[src/rtl/atm_pkg.sv]
// Shared ATM definitions: one-hot note encoding, rupee values, FSM states, error codes.
// Bit positions of the note encoding match the switch-to-price decoder.
package atm_pkg;

  localparam logic [5:0] NOTE_NONE = 6'b000000;
  localparam logic [5:0] NOTE_5    = 6'b000010;
  localparam logic [5:0] NOTE_10   = 6'b000100;
  localparam logic [5:0] NOTE_20   = 6'b001000;
  localparam logic [5:0] NOTE_50   = 6'b010000;
  localparam logic [5:0] NOTE_100  = 6'b100000;

  localparam int VAL_5   = 5;
  localparam int VAL_10  = 10;
  localparam int VAL_20  = 20;
  localparam int VAL_50  = 50;
  localparam int VAL_100 = 100;

  typedef enum logic [2:0] {
    S_IDLE,
    S_CHECK,
    S_SELECT,
    S_DISPENSE,
    S_DONE,
    S_ERROR
  } state_t;

  localparam logic [2:0] ERR_NONE    = 3'd0;
  localparam logic [2:0] ERR_ZERO    = 3'd1;
  localparam logic [2:0] ERR_MOD5    = 3'd2;
  localparam logic [2:0] ERR_OVER    = 3'd3;
  localparam logic [2:0] ERR_TIMEOUT = 3'd4;

  // Remainder modulo 5 by MSB-first shift-and-reduce, avoiding a divider.
  function automatic logic [2:0] mod5(input logic [31:0] v);
    logic [3:0] t;
    logic [2:0] r;
    r = 3'd0;
    for (int i = 31; i >= 0; i--) begin
      t = {r, v[i]};
      if (t >= 4'd5) t = t - 4'd5;
      r = t[2:0];
    end
    return r;
  endfunction

endpackage

[src/rtl/note_select.sv]
// Greedy note picker: largest denomination not exceeding the remaining amount.
// Purely combinational so change-return logic can share it.
module note_select
  import atm_pkg::*;
#(
  parameter int AMT_W = 10
) (
  input  logic [AMT_W-1:0] i_remaining,
  output logic [5:0]       o_sel,
  output logic [AMT_W-1:0] o_value
);

  always_comb begin
    o_sel   = NOTE_NONE;
    o_value = '0;
    if (i_remaining >= AMT_W'(VAL_100)) begin
      o_sel   = NOTE_100;
      o_value = AMT_W'(VAL_100);
    end else if (i_remaining >= AMT_W'(VAL_50)) begin
      o_sel   = NOTE_50;
      o_value = AMT_W'(VAL_50);
    end else if (i_remaining >= AMT_W'(VAL_20)) begin
      o_sel   = NOTE_20;
      o_value = AMT_W'(VAL_20);
    end else if (i_remaining >= AMT_W'(VAL_10)) begin
      o_sel   = NOTE_10;
      o_value = AMT_W'(VAL_10);
    end else if (i_remaining >= AMT_W'(VAL_5)) begin
      o_sel   = NOTE_5;
      o_value = AMT_W'(VAL_5);
    end
  end

endmodule

[src/rtl/cash_dispenser.sv]
// Turns a withdrawal amount into a greedy sequence of single-note dispense handshakes.
// Optional macro ACK_TIMEOUT_EN adds the TIMEOUT parameter and an ack-wait watchdog (error code 4).
module cash_dispenser
  import atm_pkg::*;
#(
  parameter int AMT_W      = 10,
  parameter int MAX_AMOUNT = 1000,
  parameter int CNT_W      = 8
`ifdef ACK_TIMEOUT_EN
  ,
  parameter int TIMEOUT    = 255
`endif
) (
  input  logic             clk,
  input  logic             rst_n,
  input  logic             req_valid,
  input  logic [AMT_W-1:0] req_amount,
  output logic             req_ready,
  output logic             note_valid,
  output logic [5:0]       note_sel,
  input  logic             note_ack,
  output logic             busy,
  output logic             done,
  output logic             err,
  output logic [2:0]       err_code,
  output logic [CNT_W-1:0] note_count
);

  localparam logic [AMT_W-1:0] MAX_A = AMT_W'(MAX_AMOUNT);

  state_t           r_state, w_nextState;
  logic [AMT_W-1:0] r_remaining, w_nextRemaining;
  logic [5:0]       r_noteSel, w_nextSel;
  logic [AMT_W-1:0] r_noteVal, w_nextVal;
  logic [CNT_W-1:0] r_noteCount, w_nextCount;
  logic [2:0]       r_errCode, w_nextErr;
  logic [5:0]       w_pickSel;
  logic [AMT_W-1:0] w_pickVal;
  logic [2:0]       w_mod5;

`ifdef ACK_TIMEOUT_EN
  localparam int TO_W = (TIMEOUT > 1) ? $clog2(TIMEOUT) : 1;
  logic [TO_W-1:0] r_toCnt, w_nextToCnt;
`endif

  note_select #(.AMT_W(AMT_W)) u_noteSelect (
    .i_remaining (r_remaining),
    .o_sel       (w_pickSel),
    .o_value     (w_pickVal)
  );

  assign w_mod5     = mod5(32'(r_remaining));
  assign note_count = r_noteCount;
  assign err_code   = r_errCode;

  always_ff @(posedge clk) begin
    if (!rst_n) begin
      r_state     <= S_IDLE;
      r_remaining <= '0;
      r_noteSel   <= NOTE_NONE;
      r_noteVal   <= '0;
      r_noteCount <= '0;
      r_errCode   <= ERR_NONE;
`ifdef ACK_TIMEOUT_EN
      r_toCnt     <= '0;
`endif
    end else begin
      r_state     <= w_nextState;
      r_remaining <= w_nextRemaining;
      r_noteSel   <= w_nextSel;
      r_noteVal   <= w_nextVal;
      r_noteCount <= w_nextCount;
      r_errCode   <= w_nextErr;
`ifdef ACK_TIMEOUT_EN
      r_toCnt     <= w_nextToCnt;
`endif
    end
  end

  always_comb begin
    w_nextState     = r_state;
    w_nextRemaining = r_remaining;
    w_nextSel       = r_noteSel;
    w_nextVal       = r_noteVal;
    w_nextCount     = r_noteCount;
    w_nextErr       = r_errCode;
`ifdef ACK_TIMEOUT_EN
    w_nextToCnt     = r_toCnt;
`endif
    req_ready  = 1'b0;
    note_valid = 1'b0;
    busy       = 1'b1;
    done       = 1'b0;
    err        = 1'b0;

    unique case (r_state)
      S_IDLE: begin
        req_ready = 1'b1;
        busy      = 1'b0;
        if (req_valid) begin
          w_nextRemaining = req_amount;
          w_nextCount     = '0;
          w_nextErr       = ERR_NONE;
          w_nextState     = S_CHECK;
        end
      end
      S_CHECK: begin
        if (r_remaining == '0) begin
          w_nextErr   = ERR_ZERO;
          w_nextState = S_ERROR;
        end else if (w_mod5 != 3'd0) begin
          w_nextErr   = ERR_MOD5;
          w_nextState = S_ERROR;
        end else if (r_remaining > MAX_A) begin
          w_nextErr   = ERR_OVER;
          w_nextState = S_ERROR;
        end else begin
          w_nextState = S_SELECT;
        end
      end
      S_SELECT: begin
        w_nextSel   = w_pickSel;
        w_nextVal   = w_pickVal;
`ifdef ACK_TIMEOUT_EN
        w_nextToCnt = '0;
`endif
        w_nextState = S_DISPENSE;
      end
      S_DISPENSE: begin
        note_valid = 1'b1;
        if (note_ack) begin
          // The picker guarantees r_noteVal <= r_remaining, so no underflow.
          w_nextRemaining = r_remaining - r_noteVal;
          if (r_noteCount != '1) w_nextCount = r_noteCount + 1'b1;
          w_nextState = (r_remaining == r_noteVal) ? S_DONE : S_SELECT;
        end
`ifdef ACK_TIMEOUT_EN
        else if (r_toCnt == TO_W'(TIMEOUT - 1)) begin
          w_nextErr       = ERR_TIMEOUT;
          w_nextRemaining = '0;
          w_nextState     = S_ERROR;
        end else begin
          w_nextToCnt = r_toCnt + 1'b1;
        end
`endif
      end
      S_DONE: begin
        done        = 1'b1;
        w_nextState = S_IDLE;
      end
      S_ERROR: begin
        err         = 1'b1;
        w_nextState = S_IDLE;
      end
      default: w_nextState = S_IDLE;
    endcase

    note_sel = note_valid ? r_noteSel : NOTE_NONE;
  end

endmodule

[config.mk]
export PLATFORM = sky130hd
export DESIGN_NAME = cash_dispenser
export DESIGN_NICKNAME = d
export VERILOG_FILES = /design/src/rtl/atm_pkg.sv /design/src/rtl/note_select.sv /design/src/rtl/cash_dispenser.sv
export SDC_FILE = /design/constraint.sdc
export NUM_CORES = 1
export LEC_CHECK = 0
export BUFFER_PORTS_ARGS = -buffer_cell sky130_fd_sc_hd__buf_2
export CAP_MARGIN = 25
export CORE_MARGIN = 5
export CORE_UTILIZATION = 40
export CTS_BUF_LIST = sky130_fd_sc_hd__clkbuf_2
export DETAILED_ROUTE_END_ITERATION = 16
export MAX_ROUTING_LAYER = met4
export PLACE_DENSITY = 0.56
export RECOVER_POWER = 50
export SETUP_SLACK_MARGIN = 0.1
export SLEW_MARGIN = 30
export SYNTH_ARGS = -nofsm -noshare
export SYNTH_HDL_FRONTEND = slang
export SYNTH_HIERARCHICAL = 1
export SYNTH_SLANG_ARGS = --single-unit
[constraint.sdc]
create_clock -name clk -period 13.9 [get_ports clk]
set_input_delay 2.78 -clock clk [delete_from_list [all_inputs] [get_ports clk]]
set_output_delay 2.78 -clock clk [all_outputs]
set_load 0.02 [all_outputs]
==> results of run 1 <==
==> worst reg2reg max path, delay by kind of cell (launching register included) <==
kind                       cells  cell delay (ns)
muxes                          1             0.31
adders and majority gates      8             2.04
xor gates and xnor gates       5             1.35
DFF                            1             0.61
buffers and inverters          3             0.32
and+or+nand+nor               17             2.41
AOI/OAI and AO/OA              8             1.73
==> stage by stage <==
stage,cell area [µm²],instances
after detailed placement,3580,548
after global placement,3580,548
after global routing,3640,556
after floorplan,3440,435
after CTS,3650,556
final,3640,556
==> cell usage in the layout, fill, tap and decap left out, types with 7 or more instances in the layout <==
cell type / instances
a21oi_1: 13
buf_2: 25
nor2b_1: 11
dfxtp_1: 39
a21boi_0: 18
nand2b_1: 8
nand2_1: 55
nor2_1: 21
xor2_1: 7
and2_1: 8
clkbuf_1: 9
nand3_1: 11
ha_1: 25
inv_1: 30
xnor2_1: 10
o211ai_1: 8
nor3_1: 8
mux2i_1: 7
o21ai_0: 14
o211a_1: 10
and3_1: 7
==> sequential cells by signal, indices dropped and copies added (netlist names) <==
signal,flops
err_code,2
r_state,3
note_count,8
r_remaining,10
r_noteSel,6
r_noteVal,10
==> area by class of cell <==
class / instances / area, µm² / share of cell area [%]
timing repair buffer: 35 / 166 / 4.57
tap: 105 / 131 / 3.61
multi-input combinational: 339 / 2380 / 65.4
sequential: 39 / 781 / 21.5
clock inverter: 3 / 43.8 / 1.20
inverter: 30 / 113 / 3.09
clock buffer: 5 / 25.0 / 0.688
==> worst min-delay path by stage <==
stage	from	endpoint	slack, ns	cells after the start
after CTS	r_noteVal[8]	r_noteVal[8]	0.48	2
after floorplan	r_noteSel[0]	r_noteSel[0]	0.44	2
after global placement	r_noteSel[2]	r_noteSel[2]	0.45	2
after global routing	r_noteSel[2]	r_noteSel[2]	0.52	2
final	r_noteSel[5]	r_noteSel[5]	0.48	2
after detailed placement	r_noteSel[4]	r_noteSel[4]	0.46	2
==> synthesized netlist by cell type (5+ instances only) <==
master | instances | area share, %
nand4_1 | 6 | 1.1
nor2b_1 | 11 | 2.0
o21ai_0 | 14 | 2.0
a211oi_1 | 5 | 1.1
o21a_1 | 6 | 1.3
and3_1 | 7 | 1.3
nand2b_1 | 8 | 1.5
mux2i_1 | 7 | 2.0
inv_1 | 30 | 3.3
a21oi_1 | 13 | 1.9
or3_1 | 5 | 0.91
clkbuf_1 | 12 | 1.3
nor3_1 | 8 | 1.2
ha_1 | 25 | 9.1
nand2_1 | 55 | 6.0
dfxtp_1 | 39 | 23
o211ai_1 | 8 | 1.8
a21boi_0 | 18 | 3.9
o211a_1 | 10 | 2.9
xnor2_1 | 10 | 2.6
a21o_1 | 5 | 1.1
buf_4 | 9 | 2.0
nor2_1 | 21 | 2.3
and2_1 | 8 | 1.5
nand3_1 | 11 | 1.6
xor2_1 | 7 | 1.8
==> per-layer routing <==
layer,wire length (µm),share of wire (%),GRT usage (%)
met5,0,0,-
met2,3780,46,27.1
met1,4030,49,22.1
met3,284,3.5,2.37
met4,64,0.78,3.03
==> logic make-up after synthesis <==
| logic type | after synthesis |
|---|---|
| other cells | 2 |
| compound gates | 123 |
| simple gates | 158 |
| buf+inv | 57 |
| fa+ha+maj | 26 |
| mux | 10 |
| flops | 39 |
| xor+xnor | 17 |
==> flow_metrics.tcl, run 1 <==
set metrics [dict create \
    status "finished clean" \
    synthCells 432 \
    max_stage_delay_ns 0.61 \
    synth-adder-area-share_pct 9.71 \
    reg2reg_to "err_code[1]" \
    fmax_ghz 0.113 \
    ff2ff_setup_slack_ns 5.05 \
    fin_skew_ns 0.0152 \
    worstSetupStartpointType "flop" \
    synth_edf_count 0 \
    die_x_um 103 \
    timing.hold.ws_ns 0.484 \
    wl_per_cell_um 14.7 \
    grt_pass1_vias 2872 \
    slew_violations 0 \
    synth-seq-area-share_pct 22.8 \
    pre_cts_slack_ns 5.14 \
    holdCritPathClass "reg2reg" \
    synth-xor-area-share_pct 4.34 \
    layout_setup_ws_ns 5.05 \
    reg2regPathDepth 42 \
    initial_utilization_pct 41.3 \
    clk_path_buf_depth 2 \
    cp_slowest_cell "dfxtp_1" \
    drc 0 \
    cts_buffers 5 \
    critPathArrivalTime_ns 9.21 \
    clkTransAtPathRegs_ns 0.23 \
    synth_top_family_by_area "compound AO/OA/AOI/OAI gates" \
    cts_resized 0 \
    ys_async_sr_fraction_pct 0 \
    synthesis.area_um2 3430 \
    slew_headroom_pct 7.43 \
    dr.pass1.iters 5 \
    fin_nets 490 \
    rsz0062_at_grt "no" \
    timing_worst_setup_path_type "reg2reg" \
    pin_count 36 \
    io_buffers 34 \
    drive_gt1_share_pct 12.9 \
    r2r_start "r_remaining[7]" \
    critPathRequiredTime_ns 14.26 \
    gp_congestion 0.855 \
    drt-vias-per-instance 5.53 \
    fillers 867 \
    worst-path-buf-inv 3 \
    core_area_um2 8300 \
    num_rows 33 \
    end_kind "flop" \
    area_growth_pct 6.17 \
    cpMostUsedCell "ha_1" \
    setup_violations 0 \
    grt_pass1_wl_um 13700 \
    routed_wl_um 8160 \
    setup-tns-final_ns 0 \
    fin_util_pct 43.9 \
    ys_seq_elements 39 \
    synth_compound_area_share_pct 28.1 \
    worst_pin_slew_ns 1.39 \
    synth.avg_cell_area_um2 7.94 \
    cp-endpoint "err_code[1]" \
    path_delay_family "simple AND/OR/NAND/NOR gates" \
    antenna_found_initial 0 \
    finalHoldViolCount 0 \
    ys_types 75 \
    die_area_um2 10500 \
    cts_hold_buf 0 \
    synth-simple-area-share_pct 23.6 \
    cp-startpoint "r_remaining[7]" \
    chipHeight_um 103 \
    antenna_left 0 \
    post-cts-setup-buffers 0 \
    max_cap_viol_count 0 \
    htree_levels 2 \
    cts.sinks 39 \
    grt.total_usage_pct 16.6 \
    root_buffer "clkbuf_2" \
    grt_max_degree 35 \
    synthMuxAreaShare_pct 3.14 \
    post-route-min-period_ns 8.85 \
    crit_cells 42 \
    antenna_cells 0 \
    overflow 0 \
    hpwlAfterDp_um 6100 \
    critPathMaxFanout 12 \
    synth_flop_cell "dfxtp_1" \
    num_vias 3077 \
    clock_latency_ns 0.42 \
    min_period_over_period_pct 63.7 \
    synth_warnings 6 \
    drt-initial-drc-count 180 \
    cts_tree "done" \
]
Power of run 1 is not shown: default switching activity piles up to over one toggle a cycle in this logic, so the estimate is an artifact.
==> run 2: changes to the inputs <==
--- a/config.mk
+++ b/config.mk
@@ -5,6 +5,7 @@
 export SDC_FILE = /design/constraint.sdc
 export NUM_CORES = 1
 export LEC_CHECK = 0
+export ABC_AREA = 1
 export BUFFER_PORTS_ARGS = -buffer_cell sky130_fd_sc_hd__buf_2
 export CAP_MARGIN = 25
 export CORE_MARGIN = 5
==> constraint.sdc (replaced) <==
create_clock -name clk -period 8.85 [get_ports clk]
set_input_delay 1.77 -clock clk [delete_from_list [all_inputs] [get_ports clk]]
set_output_delay 1.77 -clock clk [all_outputs]
set_load 0.02 [all_outputs]
==> run 2 against run 1 <==
Net effect: utilization is 1.0 points higher; setup slack worse by 3.4 ns; cell count is 8.6% higher; count of clock-buffer cells in the layout is 1 higher; critical path type unchanged; largest cell class unchanged; highest routed layer unchanged.
==> flow_metrics.tcl, run 2 <==
set metrics [dict create \
    cp-startpoint "r_remaining[8]" \
    cts_buffers 5 \
    reg2regPathDepth 52 \
    max_cap_viol_count 0 \
    die_x_um 99.1 \
    chipHeight_um 99.1 \
    ys_async_sr_fraction_pct 0 \
    dp.cells 596 \
    r2r_start "r_remaining[8]" \
    slew_headroom_pct 40.1 \
    num_vias 2950 \
    cp-endpoint "err_code[0]" \
    ff2ff_setup_slack_ns 1.62 \
    area_growth_pct 9.26 \
    clkTransAtPathRegs_ns 0.23 \
    end_kind "flop" \
    worst_pin_slew_ns 0.899 \
    grt_pass1_wl_um 12600 \
    reg2reg_to "err_code[0]" \
    holdCritPathClass "reg2reg" \
    synth_area_leader_cell "dfxtp_1" \
    critPathMaxFanout 7 \
    critPathArrivalTime_ns 7.56 \
    drt-initial-drc-count 132 \
    fillers 834 \
    cpMostUsedCell "nand2_1" \
    io_buffers 34 \
    drt-vias-per-instance 4.88 \
    ys_types 40 \
    min_period_over_period_pct 81.7 \
    final_cell_mix "nand2_1, inv_1, nor2_1, dfxtp_1, a21oi_1" \
    ys_seq_elements 39 \
    htree_levels 2 \
    core_area_um2 7730 \
    grt.total_usage_pct 15.8 \
    cts_hold_buf 0 \
    fin_nets 542 \
    cts_resized 0 \
    synth.avg_cell_area_um2 6.69 \
    synth_warnings 6 \
    critPathRequiredTime_ns 9.18 \
    synth_edf_count 0 \
    status "finished clean" \
    setup-tns-final_ns 0 \
    stdcell_area_um2 3470 \
    hpwlAfterDp_um 6020 \
    layout.cells.non_filler 604 \
    clock_latency_ns 0.38 \
    fmax_ghz 0.138 \
    setup_violations 0 \
    overflow 0 \
    num_rows 32 \
    drive_gt1_share_pct 18.1 \
    layout_setup_ws_ns 1.62 \
    pin_count 36 \
    yosysMostFrequentCell "nand2_1" \
    antenna_found_initial 0 \
    routed_wl_um 7670 \
    synthesis.area_um2 3180 \
    synthCells 475 \
    slew_violations 0 \
    root_buffer "clkbuf_2" \
    fin_skew_ns 0.0180 \
    ys_top_cells_by_count "nand2_1, inv_1, nor2_1" \
    multi_input_area_um2 2030 \
    grt_max_degree 32 \
    die_area_um2 9820 \
    dpl-instance-area_um2 3390 \
    gp_congestion 0.864 \
    antenna_cells 0 \
    drc 0 \
    regArea_um2 781 \
    synth-seq-area-share_pct 24.6 \
    cts.sinks 39 \
    cts_tree "done" \
    post-cts-setup-buffers 0 \
    clk_path_buf_depth 2 \
    post-route-min-period_ns 7.23 \
    synthTopCellsByArea "dfxtp_1, nand2_1, ha_1, inv_1, nor2_1" \
    wl_per_cell_um 12.7 \
    dr.pass1.iters 4 \
    hp-start "r_noteSel[1]" \
    cp_slowest_cell "dfxtp_1" \
    initial_utilization_pct 41.1 \
    pre_cts_slack_ns 1.67 \
    synth_flop_cell "dfxtp_1" \
    finalHoldViolCount 0 \
    max_stage_delay_ns 0.52 \
    timing_worst_setup_path_type "reg2reg" \
    mostFrequentLayoutCell "nand2_1" \
    yosysTopAreaCellShare_pct 24.6 \
    worstSetupStartpointType "flop" \
    antenna_left 0 \
    grt_pass1_vias 2738 \
    rsz0062_at_grt "no" \
]
[run 2: cells by family after synthesis]
| kind of cell | share of synthesized area (%) |
|---|---|
| and+or+nand+nor | 34.7 |
| buffers and inverters | 11.8 |
| AOI/OAI and AO/OA | 16.1 |
| DFF | 24.6 |
| adders and majority gates | 10.9 |
| xor gates and xnor gates | 1.66 |
| other | 0.236 |
[run 2: critical path, delay by kind of cell, from the launching register on]
family	cells	cell delay, ns
adder cells (fa/ha/maj)	8	1.59
flip-flops	1	0.52
AND/OR/NAND/NOR	36	4.43
buffers and inverters	7	0.46
AO/OA/AOI/OAI	1	0.15
[run 2: layer usage]
metal	share of wire, %	track usage, %	vias up
li1	-	-	1583
met1	51	21.1	1324
met2	45	25.5	35
met3	2.7	2.24	8
met4	1.2	3.57	0
met5	0	-	-
[run 2: through the flow]
| stage | hold WS, ns | util, % |
|---|---|---|
| floorplan | 0.430 | - |
| global placement | 0.441 | 43.8 |
| detailed placement | 0.448 | 43.8 |
| CTS | 0.472 | 45.0 |
| global route | 0.486 | 44.9 |
| finish | 0.467 | 44.9 |
[run 2: worst min path at each step]
stage	slack, ns	depth (start not counted)	endpoint
floorplan	0.43	2	r_noteSel[0]
global placement	0.44	2	r_noteSel[5]
finish	0.47	2	r_noteSel[1]
CTS	0.47	2	r_noteSel[3]
detailed placement	0.45	2	r_noteSel[3]
global route	0.49	2	r_noteSel[4]
[run 2: area by class of cell]
class	count	share of cell area, %
inverters	72	7.79
flip-flops and latches	39	22.5
clock inverters	2	1.73
repair buffers	35	4.90
clock buffers	6	0.865
multi-input cells	348	58.5
well taps	102	3.68
Power of run 2 is left out for the same reason.
==> run 3: changes to the inputs <==
--- a/config.mk
+++ b/config.mk
@@ -13,7 +13,7 @@
 export CTS_BUF_LIST = sky130_fd_sc_hd__clkbuf_2
 export DETAILED_ROUTE_END_ITERATION = 16
 export MAX_ROUTING_LAYER = met4
-export PLACE_DENSITY = 0.56
+export PLACE_DENSITY = 0.58
 export RECOVER_POWER = 50
 export SETUP_SLACK_MARGIN = 0.1
 export SLEW_MARGIN = 30
==> constraint.sdc (replaced) <==
create_clock -name clk -period 6 [get_ports clk]
set_input_delay 1.2 -clock clk [delete_from_list [all_inputs] [get_ports clk]]
set_output_delay 1.2 -clock clk [all_outputs]
set_load 0.02 [all_outputs]
==> run 3 against run 2 <==
Net effect: the run now ends with setup timing left; sequential share of layout area is 3.9 points lower; register-to-register slack worse by 1.7 ns; flip-flop and latch count is the same; global-route usage up 1.7 points; fmax is 20% higher; first-iteration DRC count rose by 67%; setup slack got worse by 1.7 ns; non-clock buffer count is 46 higher; die area did not move; highest routed layer unchanged.
==> flow_metrics.tcl, run 3 (synthesized netlist as in run 2, its figures left out) <==
set metrics [dict create \
    setup_violations 4 \
    grt_use_met1_pct 22.4 \
    cts.sinks 39 \
    die_area_um2 9820 \
    chipHeight_um 99.1 \
    rsz0062_at_grt "yes" \
    cpMostUsedCell "nand2_4" \
    overflow 0 \
    die_x_um 99.1 \
    max_cap_viol_count 0 \
    drive_gt1_share_pct 33.9 \
    slew_violations 0 \
    clk_path_buf_depth 2 \
    clkTransAtPathRegs_ns 0.23 \
    critPathMaxFanout 4 \
    dp.cells 606 \
    layout.cells.non_filler 650 \
    clock_latency_ns 0.40 \
    critPathArrivalTime_ns 6.41 \
    num_rows 32 \
    htree_levels 2 \
    reg2reg_to "err_code[1]" \
    hold_depth 2 \
    wl_per_cell_um 12.9 \
    status "finished, violations left" \
    drt-initial-drc-count 221 \
    routed_wl_um 8390 \
    dr.pass1.iters 4 \
    cts_buffers 5 \
    globalRouteMet3Util_pct 2.52 \
    min_to "r_noteSel[4]" \
    critPathRequiredTime_ns 6.36 \
    fin_skew_ns 0.0253 \
    grt.total_usage_pct 17.6 \
    antenna_left 0 \
    ff2ff_setup_slack_ns -0.05 \
    post-route-min-period_ns 6.05 \
    antenna_found_initial 0 \
    hp-start "r_noteSel[4]" \
    worst_pin_slew_ns 0.823 \
    fin_nets 588 \
    top_usage_layer "met2" \
    hpwlAfterDp_um 5900 \
    io_buffers 34 \
    area_growth_pct 33.3 \
    cts_tree "done" \
    mostFrequentLayoutCell "nand2_1" \
    cts_hold_buf 0 \
    root_buffer "clkbuf_2" \
    min_period_over_period_pct 101 \
    slew_headroom_pct 45.0 \
    r2r_start "r_remaining[8]" \
    antenna_cells 0 \
    drc 0 \
    end_kind "flop" \
    grt_pass1_wl_um 14000 \
    finalHoldViolCount 0 \
    fmax_ghz 0.165 \
    holdCritPathClass "reg2reg" \
    gp_congestion 0.906 \
    timing_worst_setup_path_type "reg2reg" \
    grt_pass1_vias 3021 \
    worstSetupStartpointType "flop" \
    violations "setup timing" \
    max_stage_delay_ns 0.41 \
    layout_setup_ws_ns -0.0469 \
    cp_slowest_cell "dfxtp_4" \
    use_met2_pct 29.2 \
    final_cell_mix "nand2_1, inv_1, buf_4, nor2_1, dfxtp_1" \
    pin_count 36 \
    reg2regPathDepth 54 \
    num_vias 3160 \
    drt-vias-per-instance 4.86 \
    grt_max_degree 32 \
    pre_cts_slack_ns -0.197 \
    initial_utilization_pct 41.1 \
    core_area_um2 7730 \
]
-- run 3: changes by cell type in the layout (fill, tap and decap cells not counted), sizes merged --
cell / previous run / this run
buf: 29 / 75
clkinv: 0 / 2
bufinv: 2 / 1
clkbuf: 12 / 11
-- run 3: worst max path at each step --
| stage | slack, ns | end | from |
|---|---|---|---|
| 3_5_place_dp | -0.20 | err_code[0] | r_remaining[8] |
| 4_1_cts | 0.09 | err_code[0] | r_remaining[8] |
| 3_3_place_gp | -0.04 | err_code[0] | r_remaining[8] |
| 2_1_floorplan | 0.10 | err_code[0] | r_remaining[8] |
| 5_1_grt | -0.37 | err_code[1] | r_remaining[8] |
| 6_report | -0.05 | err_code[1] | r_remaining[8] |
-- run 3: timing repair --
action	4_1_cts	5_1_grt
pin swaps	17	19
resized for setup	24	32
buffers inserted	22	14
setup endpoints to repair	5	5
-- run 3: layout make-up --
type	instances	area, µm²
timing repair buffer	81	519
fill	744	3490
tap	102	128
multi-input combinational	348	2460
clock inverter	3	43.8
sequential	39	786
clock buffer	5	25.0
inverter	72	275
-- run 3: critical path: cells and delay by family (launching register included) --
family	cells	cell delay (ns)
flops	1	0.41
compound gates	2	0.28
fa+ha+maj	8	1.19
buf+inv	5	0.24
simple gates	39	3.85
-- run 3: routing by layer --
layer / wire length [µm] / vias up / share of wire [%]
li1: - / 1673 / -
met1: 3990 / 1419 / 48
met2: 4020 / 51 / 48
met3: 213 / 17 / 2.5
met4: 167 / 0 / 2.0
met5: 0 / - / 0
-- run 3: stage by stage --
step	hold WS (ns)	area, µm²	utilization (%)	setup TNS [ns]
floorplan	0.430	3360	-	0
CTS	0.470	3990	51.6	0
global route	0.491	4230	54.8	-1.67
finish	0.467	4230	54.8	-0.154
detailed placement	0.446	3630	47.0	-0.704
global placement	0.440	3630	47.0	-0.103
Power of run 3 is left out for the same reason.
